## config.mk

```make
export PLATFORM = sky130hd
export DESIGN_NAME = debounce_scheduler
export DESIGN_NICKNAME = d
export VERILOG_FILES = /design/src/rtl/debounce_pkg.sv /design/src/rtl/debounce_tick_counter.sv /design/src/rtl/debounce_scheduler.sv
export SDC_FILE = /design/constraint.sdc
export NUM_CORES = 1
export LEC_CHECK = 0
export CAP_MARGIN = 25
export CORE_MARGIN = 1
export CORE_UTILIZATION = 37
export CTS_BUF_LIST = sky130_fd_sc_hd__clkbuf_8
export DETAILED_ROUTE_END_ITERATION = 7
export DONT_BUFFER_PORTS = 1
export HOLD_SLACK_MARGIN = 0.03
export PLACE_DENSITY_LB_ADDON = 0.25
export SLEW_MARGIN = 25
export SYNTH_ARGS = -nofsm -noshare
export SYNTH_HDL_FRONTEND = slang
export SYNTH_SLANG_ARGS = --single-unit
```

## constraint.sdc

```tcl
create_clock -name clk -period 2.2 [get_ports clk]
set_input_delay 0.11 -clock clk [delete_from_list [all_inputs] [get_ports clk]]
set_output_delay 0.11 -clock clk [all_outputs]
set_load 0.02 [all_outputs]
```

## src/rtl/debounce_pkg.sv

```systemverilog
// rtl/debounce_pkg.sv - shared state encoding and width helpers for the debounce scheduler
package debounce_pkg;

  // Per-channel debounce FSM state; the encoding is fixed so state arrays stay 2 bits wide.
  typedef enum logic [1:0] {
    STABLE_LOW  = 2'd0,
    SETTLE_HIGH = 2'd1,
    STABLE_HIGH = 2'd2,
    SETTLE_LOW  = 2'd3
  } db_state_e;

  // Agreement counter must hold values up to STABLE_TICKS.
  function automatic int cnt_width(input int stable_ticks);
    return $clog2(stable_ticks + 1);
  endfunction

  // Scan pointer width; a single channel still needs one bit.
  function automatic int ptr_width(input int num_channels);
    return (num_channels > 1) ? $clog2(num_channels) : 1;
  endfunction

  // Prescaler width for a count of 0..tick_cycles-1.
  function automatic int tcount_width(input int tick_cycles);
    return (tick_cycles > 1) ? $clog2(tick_cycles) : 1;
  endfunction

endpackage

```

## src/rtl/debounce_tick_counter.sv

```systemverilog
// rtl/debounce_tick_counter.sv - free-running sample-tick prescaler
module debounce_tick_counter
  import debounce_pkg::*;
#(
  parameter int TICK_CYCLES = 50000
) (
  input  logic clk,
  input  logic reset,
  output logic tick
);

  localparam int TW = tcount_width(TICK_CYCLES);
  localparam logic [TW-1:0] TCOUNT_LAST = TW'(TICK_CYCLES - 1);

  logic [TW-1:0] tcount;

  // Count 0..TICK_CYCLES-1 and wrap.
  always_ff @(posedge clk or posedge reset) begin
    if (reset) begin
      tcount <= '0;
    end else if (tcount == TCOUNT_LAST) begin
      tcount <= '0;
    end else begin
      tcount <= tcount + 1'b1;
    end
  end

  // One-cycle tick on the last count of each period.
  assign tick = (tcount == TCOUNT_LAST);

endmodule

```

## src/rtl/debounce_scheduler.sv

```systemverilog
// rtl/debounce_scheduler.sv - multi-channel switch debouncer with one shared, round-robin evaluator
module debounce_scheduler
  import debounce_pkg::*;
#(
  parameter int NUM_CHANNELS = 4,
  parameter int TICK_CYCLES  = 50000,
  parameter int STABLE_TICKS = 4
) (
  input  logic                    clk,
  input  logic                    reset,
  input  logic [NUM_CHANNELS-1:0] sw_in,
  output logic [NUM_CHANNELS-1:0] sw_level,
  output logic [NUM_CHANNELS-1:0] sw_rise,
  output logic [NUM_CHANNELS-1:0] sw_fall,
  output logic                    overrun
);

  localparam int PW = ptr_width(NUM_CHANNELS);
  localparam int CW = cnt_width(STABLE_TICKS);
  localparam logic [PW-1:0] PTR_LAST = PW'(NUM_CHANNELS - 1);
  localparam logic [CW-1:0] CNT_DONE = CW'(STABLE_TICKS);

  logic [NUM_CHANNELS-1:0] sync1;
  logic [NUM_CHANNELS-1:0] sync2;
  logic [NUM_CHANNELS-1:0] pending;
  logic [NUM_CHANNELS-1:0] others_pending;
  db_state_e               state [NUM_CHANNELS];
  logic [CW-1:0]           cnt   [NUM_CHANNELS];
  logic [PW-1:0]           ptr;
  logic                    tick;
  logic                    service;
  logic                    sample;
  db_state_e               cur_state;
  db_state_e               next_state;
  logic [CW-1:0]           cur_cnt;
  logic [CW-1:0]           cnt_inc;
  logic [CW-1:0]           next_cnt;
  logic                    rise_evt;
  logic                    fall_evt;

  debounce_tick_counter #(
    .TICK_CYCLES(TICK_CYCLES)
  ) u_tick (
    .clk  (clk),
    .reset(reset),
    .tick (tick)
  );

  // Two-flop synchronizer for the raw switch inputs.
  always_ff @(posedge clk or posedge reset) begin
    if (reset) begin
      sync1 <= '0;
      sync2 <= '0;
    end else begin
      sync1 <= sw_in;
      sync2 <= sync1;
    end
  end

  // Round-robin scan pointer, one channel per clock.
  always_ff @(posedge clk or posedge reset) begin
    if (reset) begin
      ptr <= '0;
    end else if (ptr == PTR_LAST) begin
      ptr <= '0;
    end else begin
      ptr <= ptr + 1'b1;
    end
  end

  assign service   = pending[ptr];
  assign sample    = sync2[ptr];
  assign cur_state = state[ptr];
  assign cur_cnt   = cnt[ptr];
  assign cnt_inc   = cur_cnt + 1'b1;

  // Shared next-state evaluator for whichever channel the pointer selects.
  always_comb begin
    next_state = cur_state;
    next_cnt   = cur_cnt;
    rise_evt   = 1'b0;
    fall_evt   = 1'b0;
    case (cur_state)
      STABLE_LOW: begin
        if (sample) begin
          next_state = SETTLE_HIGH;
          next_cnt   = CW'(1);
        end
      end
      SETTLE_HIGH: begin
        if (!sample) begin
          next_state = STABLE_LOW;
          next_cnt   = '0;
        end else if (cnt_inc == CNT_DONE) begin
          next_state = STABLE_HIGH;
          next_cnt   = '0;
          rise_evt   = 1'b1;
        end else begin
          next_cnt = cnt_inc;
        end
      end
      STABLE_HIGH: begin
        if (!sample) begin
          next_state = SETTLE_LOW;
          next_cnt   = CW'(1);
        end
      end
      SETTLE_LOW: begin
        if (sample) begin
          next_state = STABLE_HIGH;
          next_cnt   = '0;
        end else if (cnt_inc == CNT_DONE) begin
          next_state = STABLE_LOW;
          next_cnt   = '0;
          fall_evt   = 1'b1;
        end else begin
          next_cnt = cnt_inc;
        end
      end
      default: begin
        next_state = STABLE_LOW;
        next_cnt   = '0;
      end
    endcase
  end

  // Per-channel FSM storage; only the serviced entry is written.
  always_ff @(posedge clk or posedge reset) begin
    if (reset) begin
      for (int i = 0; i < NUM_CHANNELS; i++) begin
        state[i] <= STABLE_LOW;
        cnt[i]   <= '0;
      end
    end else if (service) begin
      state[ptr] <= next_state;
      cnt[ptr]   <= next_cnt;
    end
  end

  // Registered level and single-cycle edge pulses.
  always_ff @(posedge clk or posedge reset) begin
    if (reset) begin
      sw_level <= '0;
      sw_rise  <= '0;
      sw_fall  <= '0;
    end else begin
      sw_rise <= '0;
      sw_fall <= '0;
      if (service && rise_evt) begin
        sw_rise[ptr]  <= 1'b1;
        sw_level[ptr] <= 1'b1;
      end
      if (service && fall_evt) begin
        sw_fall[ptr]  <= 1'b1;
        sw_level[ptr] <= 1'b0;
      end
    end
  end

  // Tick marks every channel pending; a coincident service loses to the new tick.
  always_ff @(posedge clk or posedge reset) begin
    if (reset) begin
      pending <= '0;
    end else begin
      for (int i = 0; i < NUM_CHANNELS; i++) begin
        if (tick) begin
          pending[i] <= 1'b1;
        end else if (service && (ptr == PW'(i))) begin
          pending[i] <= 1'b0;
        end
      end
    end
  end

  // Channels still waiting on the previous tick, excluding the one serviced now.
  always_comb begin
    others_pending = pending;
    if (service) begin
      others_pending[ptr] = 1'b0;
    end
  end

  // Sticky overrun flag, cleared only by reset.
  always_ff @(posedge clk or posedge reset) begin
    if (reset) begin
      overrun <= 1'b0;
    end else if (tick && (|others_pending)) begin
      overrun <= 1'b1;
    end
  end

endmodule

```

## Yosys cells after proc, flatten, opt, wreduce, memory -nomap -nowiden

Cells that the tools add are included.

- Flip-flop bits (word level): 63
- Input port bits: 6
- Output and inout port bits: 13
- Word-level logic and storage cells: 107

- $add $sub $neg: 3
- Magnitude comparators: 4
- Equal/unequal tests: 8
- Multiplexer cells: 51
- Bitwise operators: 5
- Reductions and logical operators: 16

Operators with widths:

| cell | count |
|---|---|
| 3-bit two-way mux | 8 |
| 2-bit two-way mux | 10 |
| 4-bit two-way mux | 5 |
| 16-bit by 1-bit adder with 16-bit output (second input constant) | 1 |
| 16-bit == test (second input constant) | 1 |
| 1-bit two-way mux | 16 |
| 16-bit two-way mux | 1 |
| 12-bit bitwise mux | 1 |
| 3-bit one-hot mux with 4 select lines | 1 |
| 1-bit logical AND | 9 |
| 4-bit AND | 2 |
| 8-bit bitwise mux | 1 |
| 2-bit == test (second input constant) | 4 |
| 2-bit one-hot mux with 4 select lines | 1 |
| 2-bit nonzero test | 4 |
| 3-bit binary-select mux with 2-bit select | 1 |
| 3-bit demux with 2-bit select | 1 |
| 1-bit binary-select mux with 2-bit select | 2 |
| 2-bit binary-select mux with 2-bit select | 1 |
| 2-bit demux with 2-bit select | 1 |
| 2-bit by 1-bit == test with 1-bit output (second input constant) | 2 |
| 2-bit zero test | 2 |
| 4-bit inverter | 1 |
| 4-bit OR | 1 |
| other kinds (10) | 10 |

## Logic depth before layout (Yosys ltp)

Gate-level depths: netlist of run 1.

- Depth after elaboration: 13
- Mapped depth: 8
- Mapped depth without buffers: 7

## Cells and area by module

From an unflattened synthesis of run 1, not the netlist that was laid out.

- Cell total of the unflattened synthesis: 231
- Area total of the unflattened synthesis: 2830.2 um^2

Modules (own cells, without submodules):

| module | times used | cells an instance | area each (um^2) | sequential area each (um^2) |
|---|---|---|---|---|
| debounce_scheduler | 1 | 163 | 2073.2 | 1176.1 |
| debounce_tick_counter | 1 | 68 | 757.0 | 400.4 |

## Worst setup path after synthesis of run 1

OpenSTA, ideal clock, no wires.

- Path kind: flip-flop to flip-flop
- Start point: register ptr[0]
- End point: register state[1] (netlist name)
- Library setup time: 0.125 ns
- Arrival time: 2.188 ns
- Slack: -0.113 ns
- Cell stages (with the launch flop): 8
- Path buffers: 1
- Cell sequence: dfrtp_1 -> buf_6 -> mux4_2 -> ha_1 -> ha_1 -> nand2_1 -> mux2_2 -> mux2_2

- Cells in the longest elaborated chain, start to end: 10
- Elaborated cells on any way between the ends: 30

Ends and longest elaborated chain:

| item | RTL line | RTL |
|---|---|---|
| from (decl) | debounce_scheduler.sv:29 | `logic [PW-1:0] ptr;` |
| from (signal assigned) | debounce_scheduler.sv:67 | `ptr <= ptr + 1'b1;` |
| 2-bit inverter with 3-bit output (implied by the code) | debounce_scheduler.sv:73, debounce_scheduler.sv:74, debounce_scheduler.sv:135 |  |
| 3-bit binary-select mux with 2-bit select | debounce_scheduler.sv:74 | `assign cur_cnt = cnt[ptr];` |
| 3-bit two-way mux (implied by the code) (2 in series) | debounce_scheduler.sv:74 |  |
| 3-bit by 1-bit adder with 3-bit output | debounce_scheduler.sv:75 | `assign cnt_inc = cur_cnt + 1'b1;` |
| 3-bit == test | debounce_scheduler.sv:94, debounce_scheduler.sv:112 |  |
| 2-bit two-way mux (on tied branches) | debounce_scheduler.sv:112, debounce_scheduler.sv:94 |  |
| 2-bit two-way mux (on tied branches) | debounce_scheduler.sv:109, debounce_scheduler.sv:91 |  |
| 2-bit one-hot mux with 4 select lines | debounce_scheduler.sv:83 | `case (cur_state)` |
| 8-bit bitwise mux | debounce_scheduler.sv:135 | `state[ptr] <= next_state;` |
| to (signal, indexed assignment) | debounce_scheduler.sv:135 |  |
| to (decl) | debounce_scheduler.sv:27 | `db_state_e state [NUM_CHANNELS];` |

Several ways; a longest one is shown, not always the timed one. The select of a mux whose other input is x is not followed.
A chain may end at the register's enable or synchronous reset.

## Final worst setup path of run 1

Ends and elaborated chain as after synthesis.

==> results_dict.tcl, run 1 <==
set metrics [dict create \
    peakVddDrop_mv 0.403 \
    avgSynthCellArea_sq_um 12.9 \
    finalClockSkew_ns 0.00713 \
    drc 0 \
    final_area_sq_mm 0.00332 \
    wl_per_cell_um 14.4 \
    rrSetupSlack_ns 0.07 \
    async_reset_ff_frac 1.00 \
    netlist_area_sq_mm 0.00278 \
    final_util 0.458 \
    die_y_um 88.7 \
    synth_edf_count 0 \
    drtPass1Iterations 4 \
    cts_sinks 63 \
    layout_commonest_cell "dfrtp_1" \
    core_area_sq_mm 0.00725 \
    ioPinCount 19 \
    cts-root-buf "clkbuf_8" \
    status "finished clean" \
    yosysWarnings 0 \
    cts_tree "done" \
    worst_pin_slew_ns 0.358 \
    clkSlewWorstSetupHoldPaths_ns 0.06 \
    port_buffers 0 \
    place_ws_ns 0.0107 \
    rsz0062_at_grt "true" \
    rows 31 \
    synth_top_flop_cell "dfrtp_1" \
    hold_viol 0 \
    layout.nets 257 \
    gr-total-overflow 0 \
    crit_fanout 5 \
    final_cells 346 \
    multi_input_area_sq_mm 0.00121 \
    numCtsBuffers 9 \
    grt_max_degree 59 \
    pwr_density_cell_mw_per_mm2 707 \
    cap_violations 0 \
    setup-violations-final 0 \
    period_needed_ns 2.13 \
    viasPerCell 4.90 \
    antenna_cells 0 \
    criticalPathCategory "register to register" \
    synth.yosys.seq_area_share 0.567 \
    fill_cells 672 \
    track_usage 0.150 \
    setup_tns_ns 0 \
    gp_congestion 0.732 \
    post-route-period-util 0.969 \
    place_area_sq_mm 0.00302 \
    antenna_found_initial 0 \
    initial_core_util 0.383 \
    grt_pass1_wl_um 8540 \
    vias 1696 \
    cp.required_ns 2.43 \
    final_antenna_net_count 0 \
    layout-drive-gt1-share 0.275 \
    die_area_sq_mm 0.00787 \
    netlist_instances 216 \
    arrival_ns 2.36 \
    flow.area_growth_from_synthesis_pct 19.5 \
    grt_pass1_vias 1720 \
    hpwl_um 3410 \
    regArea_sq_mm 0.00158 \
    maxSlewHeadroom 0.758 \
    fmax_mhz 469 \
    cts_buffer_depth 2 \
    mostFrequentLayoutCells "dfrtp_1 (61), mux2_2 (21), nand2_1 (18)" \
    ys_types 37 \
    fp.dieW_um 88.7 \
    ys_ff_latch 63 \
    p_leak_nw 1.59 \
    numPlacedInstances 325 \
    end_kind "register" \
    first_iter_violations 81 \
    clkLatencyLatePin_ns 0.34 \
    maxSlewViolCount 0 \
    hold_path_class "input pin to async pin" \
    htree_levels 3 \
    totalWireLength_um 4990 \
    syn-num-nets 231 \
    crit_path_start_kind "register" \
    cts_setup_buffers 0 \
    worst_slack_ns 0.0691 \
]
## stage by stage
step / power, mW / hold WS [ns]
CTS: 2.39 / 0.0840
global route: 2.45 / 0.0945
finish: 2.35 / 0.109
detailed placement: 1.23 / -0.109
global placement: 1.23 / -0.111
floorplan: 1.21 / 0.141
## cells by family after synthesis
family / count (synthesis) / share of synthesized area
buffers and inverters: 7 / 0.0126
muxes: 32 / 0.150
adders and majority gates: 9 / 0.0405
xor gates and xnor gates: 11 / 0.0373
and+or+nand+nor: 69 / 0.133
AOI/OAI and AO/OA: 25 / 0.0598
DFF: 63 / 0.567
## layout make-up
type | count | area share
clock inverters | 5 | 0.0241
repair buffers | 17 | 0.0459
inverters | 5 | 0.00678
clock buffers | 11 | 0.0456
well taps | 99 | 0.0373
flip-flops and latches | 63 | 0.475
multi-input cells | 146 | 0.365
## report_power, final
part           leakage, nW  internal [mW]  switching (mW)
sequential           0.841           1.17         0.00185
combinational        0.639         0.0136          0.0289
clock                0.112          0.697           0.444
## cells in the mapped netlist, types with 3 or more instances
library cell / number / share of area
mux2_1: 4 / 0.016
nand4_1: 5 / 0.011
o21ai_0: 9 / 0.016
inv_1: 4 / 0.0054
mux4_2: 5 / 0.040
nand2_1: 19 / 0.026
nand3_1: 5 / 0.0090
nand2b_1: 4 / 0.0090
xnor2_1: 4 / 0.013
xor2_1: 6 / 0.019
a21oi_1: 3 / 0.0054
nor2_1: 10 / 0.013
and2_1: 12 / 0.027
a2bb2oi_1: 4 / 0.013
o31ai_1: 4 / 0.011
ha_1: 9 / 0.040
mux2_2: 23 / 0.093
dfrtp_1: 63 / 0.57
## worst max-delay path, stage by stage, from the launching register on
cell and delay [ns]:
dfrtp_2 0.43, mux4_2 0.57, ha_4 0.20, ha_4 0.17, nand2_4 0.05, mux2_4 0.31, mux2_4 0.27
## final timing paths
| kind | endpoint | from | cells past startpoint |
|---|---|---|---|
| max | state[1]$_DFFE_PP0P_ | ptr[0]$_DFF_PP0_ | 6 |
| min | sync1[3]$_DFF_PP0_ | reset | 2 |
| max reg2reg | state[1]$_DFFE_PP0P_ | ptr[0]$_DFF_PP0_ | 6 |
| min reg2reg | sync2[1]$_DFF_PP0_ | sync1[1]$_DFF_PP0_ | 0 |
| max in group asynchronous | ptr[0]$_DFF_PP0_ | reset | 3 |
| min in group clk | sync1[0]$_DFF_PP0_ | sw_in[0] | 1 |
## routing by layer
metal	global-route usage	up-vias	wire length, um
met4	0.0572	0	65
met2	0.217	38	2260
met5	0	-	0
li1	-	815	-
met1	0.197	837	2410
met3	0.0662	6	253
## sequential cells by signal, summed over array words and instances (netlist names), named ones only
register	cells
cnt	12
overrun	1
pending	4
ptr	2
state	8
sw_fall	4
sw_level	2
sw_rise	4
sync1	4
sync2	4
u_tick.tcount	16
## what timing repair did
item,4_1_cts,5_1_grt
setup endpoints to repair,6,5
gates resized for setup,2,4
hold endpoints to repair,67,0
pin swaps,0,1
hold buffers,5,0
(Power assumes the default switching activity.)
==> inputs of run 2 (changes only) <==
Settings changed: CORE_UTILIZATION 37 to 45.
==> run 2 against run 1 <==
Compared with the run above: final cell count shrank 6.9%; largest power group unchanged; clock skew rose by 0.00055 ns; hold slack better by 0.20 ns; sequential cell count stayed put; die area is 17% lower; critical path type unchanged; count of clock-buffer cells in the layout down 2; via count rose by 0.94%; critical endpoint is now state[7]$_DFFE_PP0P_; critical path depth stayed put; register-to-register slack about the same.
==> results_dict.tcl, run 2 (synthesis results as in run 1) <==
set metrics [dict create \
    place_area_sq_mm 0.00299 \
    r2r_end "state[7]$_DFFE_PP0P_" \
    numCtsBuffers 9 \
    cts-root-buf "clkbuf_8" \
    worst_slack_ns 0.0683 \
    worst_pin_slew_ns 0.643 \
    layout_commonest_cell "dfrtp_1" \
    layout-drive-gt1-share 0.279 \
    p_leak_nw 1.61 \
    path_delay_family "multiplexers" \
    antenna_found_initial 0 \
    rsz0062_at_grt "true" \
    initial_core_util 0.467 \
    clkSlewWorstSetupHoldPaths_ns 0.07 \
    arrival_ns 2.36 \
    crit_path_start_kind "register" \
    pwr_density_cell_mw_per_mm2 684 \
    mostFrequentLayoutCells "dfrtp_1 (62), mux2_2 (21), nand2_1 (18)" \
    p_total_mw 2.25 \
    status "finished clean" \
    setup_tns_ns 0 \
    hpwl_um 3550 \
    htree_levels 3 \
    grt_max_degree 32 \
    die_area_sq_mm 0.00650 \
    layout.nets 257 \
    final_util 0.552 \
    first_iter_violations 61 \
    cts_sinks 63 \
    cap_violations 0 \
    place_ws_ns -0.0580 \
    viasPerCell 5.32 \
    numPlacedInstances 300 \
    fmax_mhz 469 \
    track_usage 0.187 \
    critPathSlowestCell "mux4_2" \
    fp.dieW_um 80.6 \
    cp.required_ns 2.43 \
    ioPinCount 19 \
    fill_cells 503 \
    final_antenna_net_count 0 \
    cts_buffer_depth 2 \
    setup-violations-final 0 \
    reg.largest.list "u_tick.tcount: 16 flops, cnt: 12 flops, state: 8 flops" \
    hold_slack_ns 0.311 \
    r2r_start "ptr[0]$_DFF_PP0_" \
    crit_buf_inv 0 \
    hold_viol 0 \
    port_buffers 0 \
    flow.area_growth_from_synthesis_pct 18.3 \
    end_kind "register" \
    clkLatencyLatePin_ns 0.34 \
    regMostFlops "u_tick.tcount" \
    drc 0 \
    period_needed_ns 2.13 \
    core_area_sq_mm 0.00596 \
    antenna_cells 0 \
    largest_reg_flops 16 \
    rrSetupSlack_ns 0.07 \
    slowest_delay_ns 0.58 \
    grt_pass1_vias 1763 \
    hold_path_class "input pin to async pin" \
    maxSlewViolCount 0 \
    cts_tree "done" \
    crit_fanout 5 \
    rows 28 \
    criticalPathCategory "register to register" \
    final_area_sq_mm 0.00329 \
    wl_per_cell_um 15.5 \
    worstRegToRegCells 6 \
    gp_congestion 0.801 \
    final_cells 322 \
    maxSlewHeadroom 0.571 \
    drtPass1Iterations 6 \
    totalWireLength_um 4980 \
    gr-total-overflow 0 \
    die_y_um 80.6 \
    grt_pass1_wl_um 8730 \
    finalClockSkew_ns 0.00768 \
    vias 1712 \
    peakVddDrop_mv 0.496 \
    post-route-period-util 0.969 \
    crit_chain "mux4_2 > ha_4 > ha_4 > nand2_4 > mux2_4 > mux2_4" \
]
## run 2: cell types whose count changed in the layout (fill, tap and decap cells not counted), sizes merged
cell      before  now
inv            4    7
clkinv         1    3
clkinvlp       3    0
clkbuf        11    9
## run 2: final cells by class
| class | count | area, sq um | area share |
|---|---|---|---|
| Sequential cell | 63 | 1580 | 0.480 |
| Inverter | 5 | 18.8 | 0.00571 |
| Clock inverter | 7 | 81.3 | 0.0247 |
| Clock buffer | 9 | 124 | 0.0377 |
| Timing Repair Buffer | 17 | 153 | 0.0464 |
| Tap cell | 75 | 93.8 | 0.0285 |
| Multi-Input combinational cell | 146 | 1240 | 0.377 |
## run 2: report_power, final
group / internal [mW] / switching [mW]
clock network: 0.621 / 0.418
registers: 1.17 / 0.00267
logic: 0.0137 / 0.0296
## run 2: what timing repair did
item                       in CTS  in global routing
setup buffers                   0                  1
hold buffers                    5                  0
resized for setup               2                  9
hold endpoints to repair       33                  0
setup endpoints to repair       4                  9
cloned                          0                  0
pin swaps                       0                  4
## run 2: worst max path at each step
stage                                 from                    end  cells past startpoint
after floorplan           ptr[0]$_DFF_PP0_   state[1]$_DFFE_PP0P_                      7
after global placement    ptr[0]$_DFF_PP0_  sw_level[1]$_DFF_PP0_                      7
after detailed placement  ptr[0]$_DFF_PP0_               register                      7
after CTS                 ptr[0]$_DFF_PP0_               register                      7
after global routing      ptr[0]$_DFF_PP0_   state[7]$_DFFE_PP0P_                      6
final                     ptr[0]$_DFF_PP0_   state[7]$_DFFE_PP0P_                      6
## run 2: metal layers
metal,up-vias,global-route usage,part of all wire
met2,34,0.301,0.49
li1,824,-,-
met5,-,0,0
met3,11,0.0545,0.036
met4,0,0.0929,0.017
met1,843,0.228,0.46
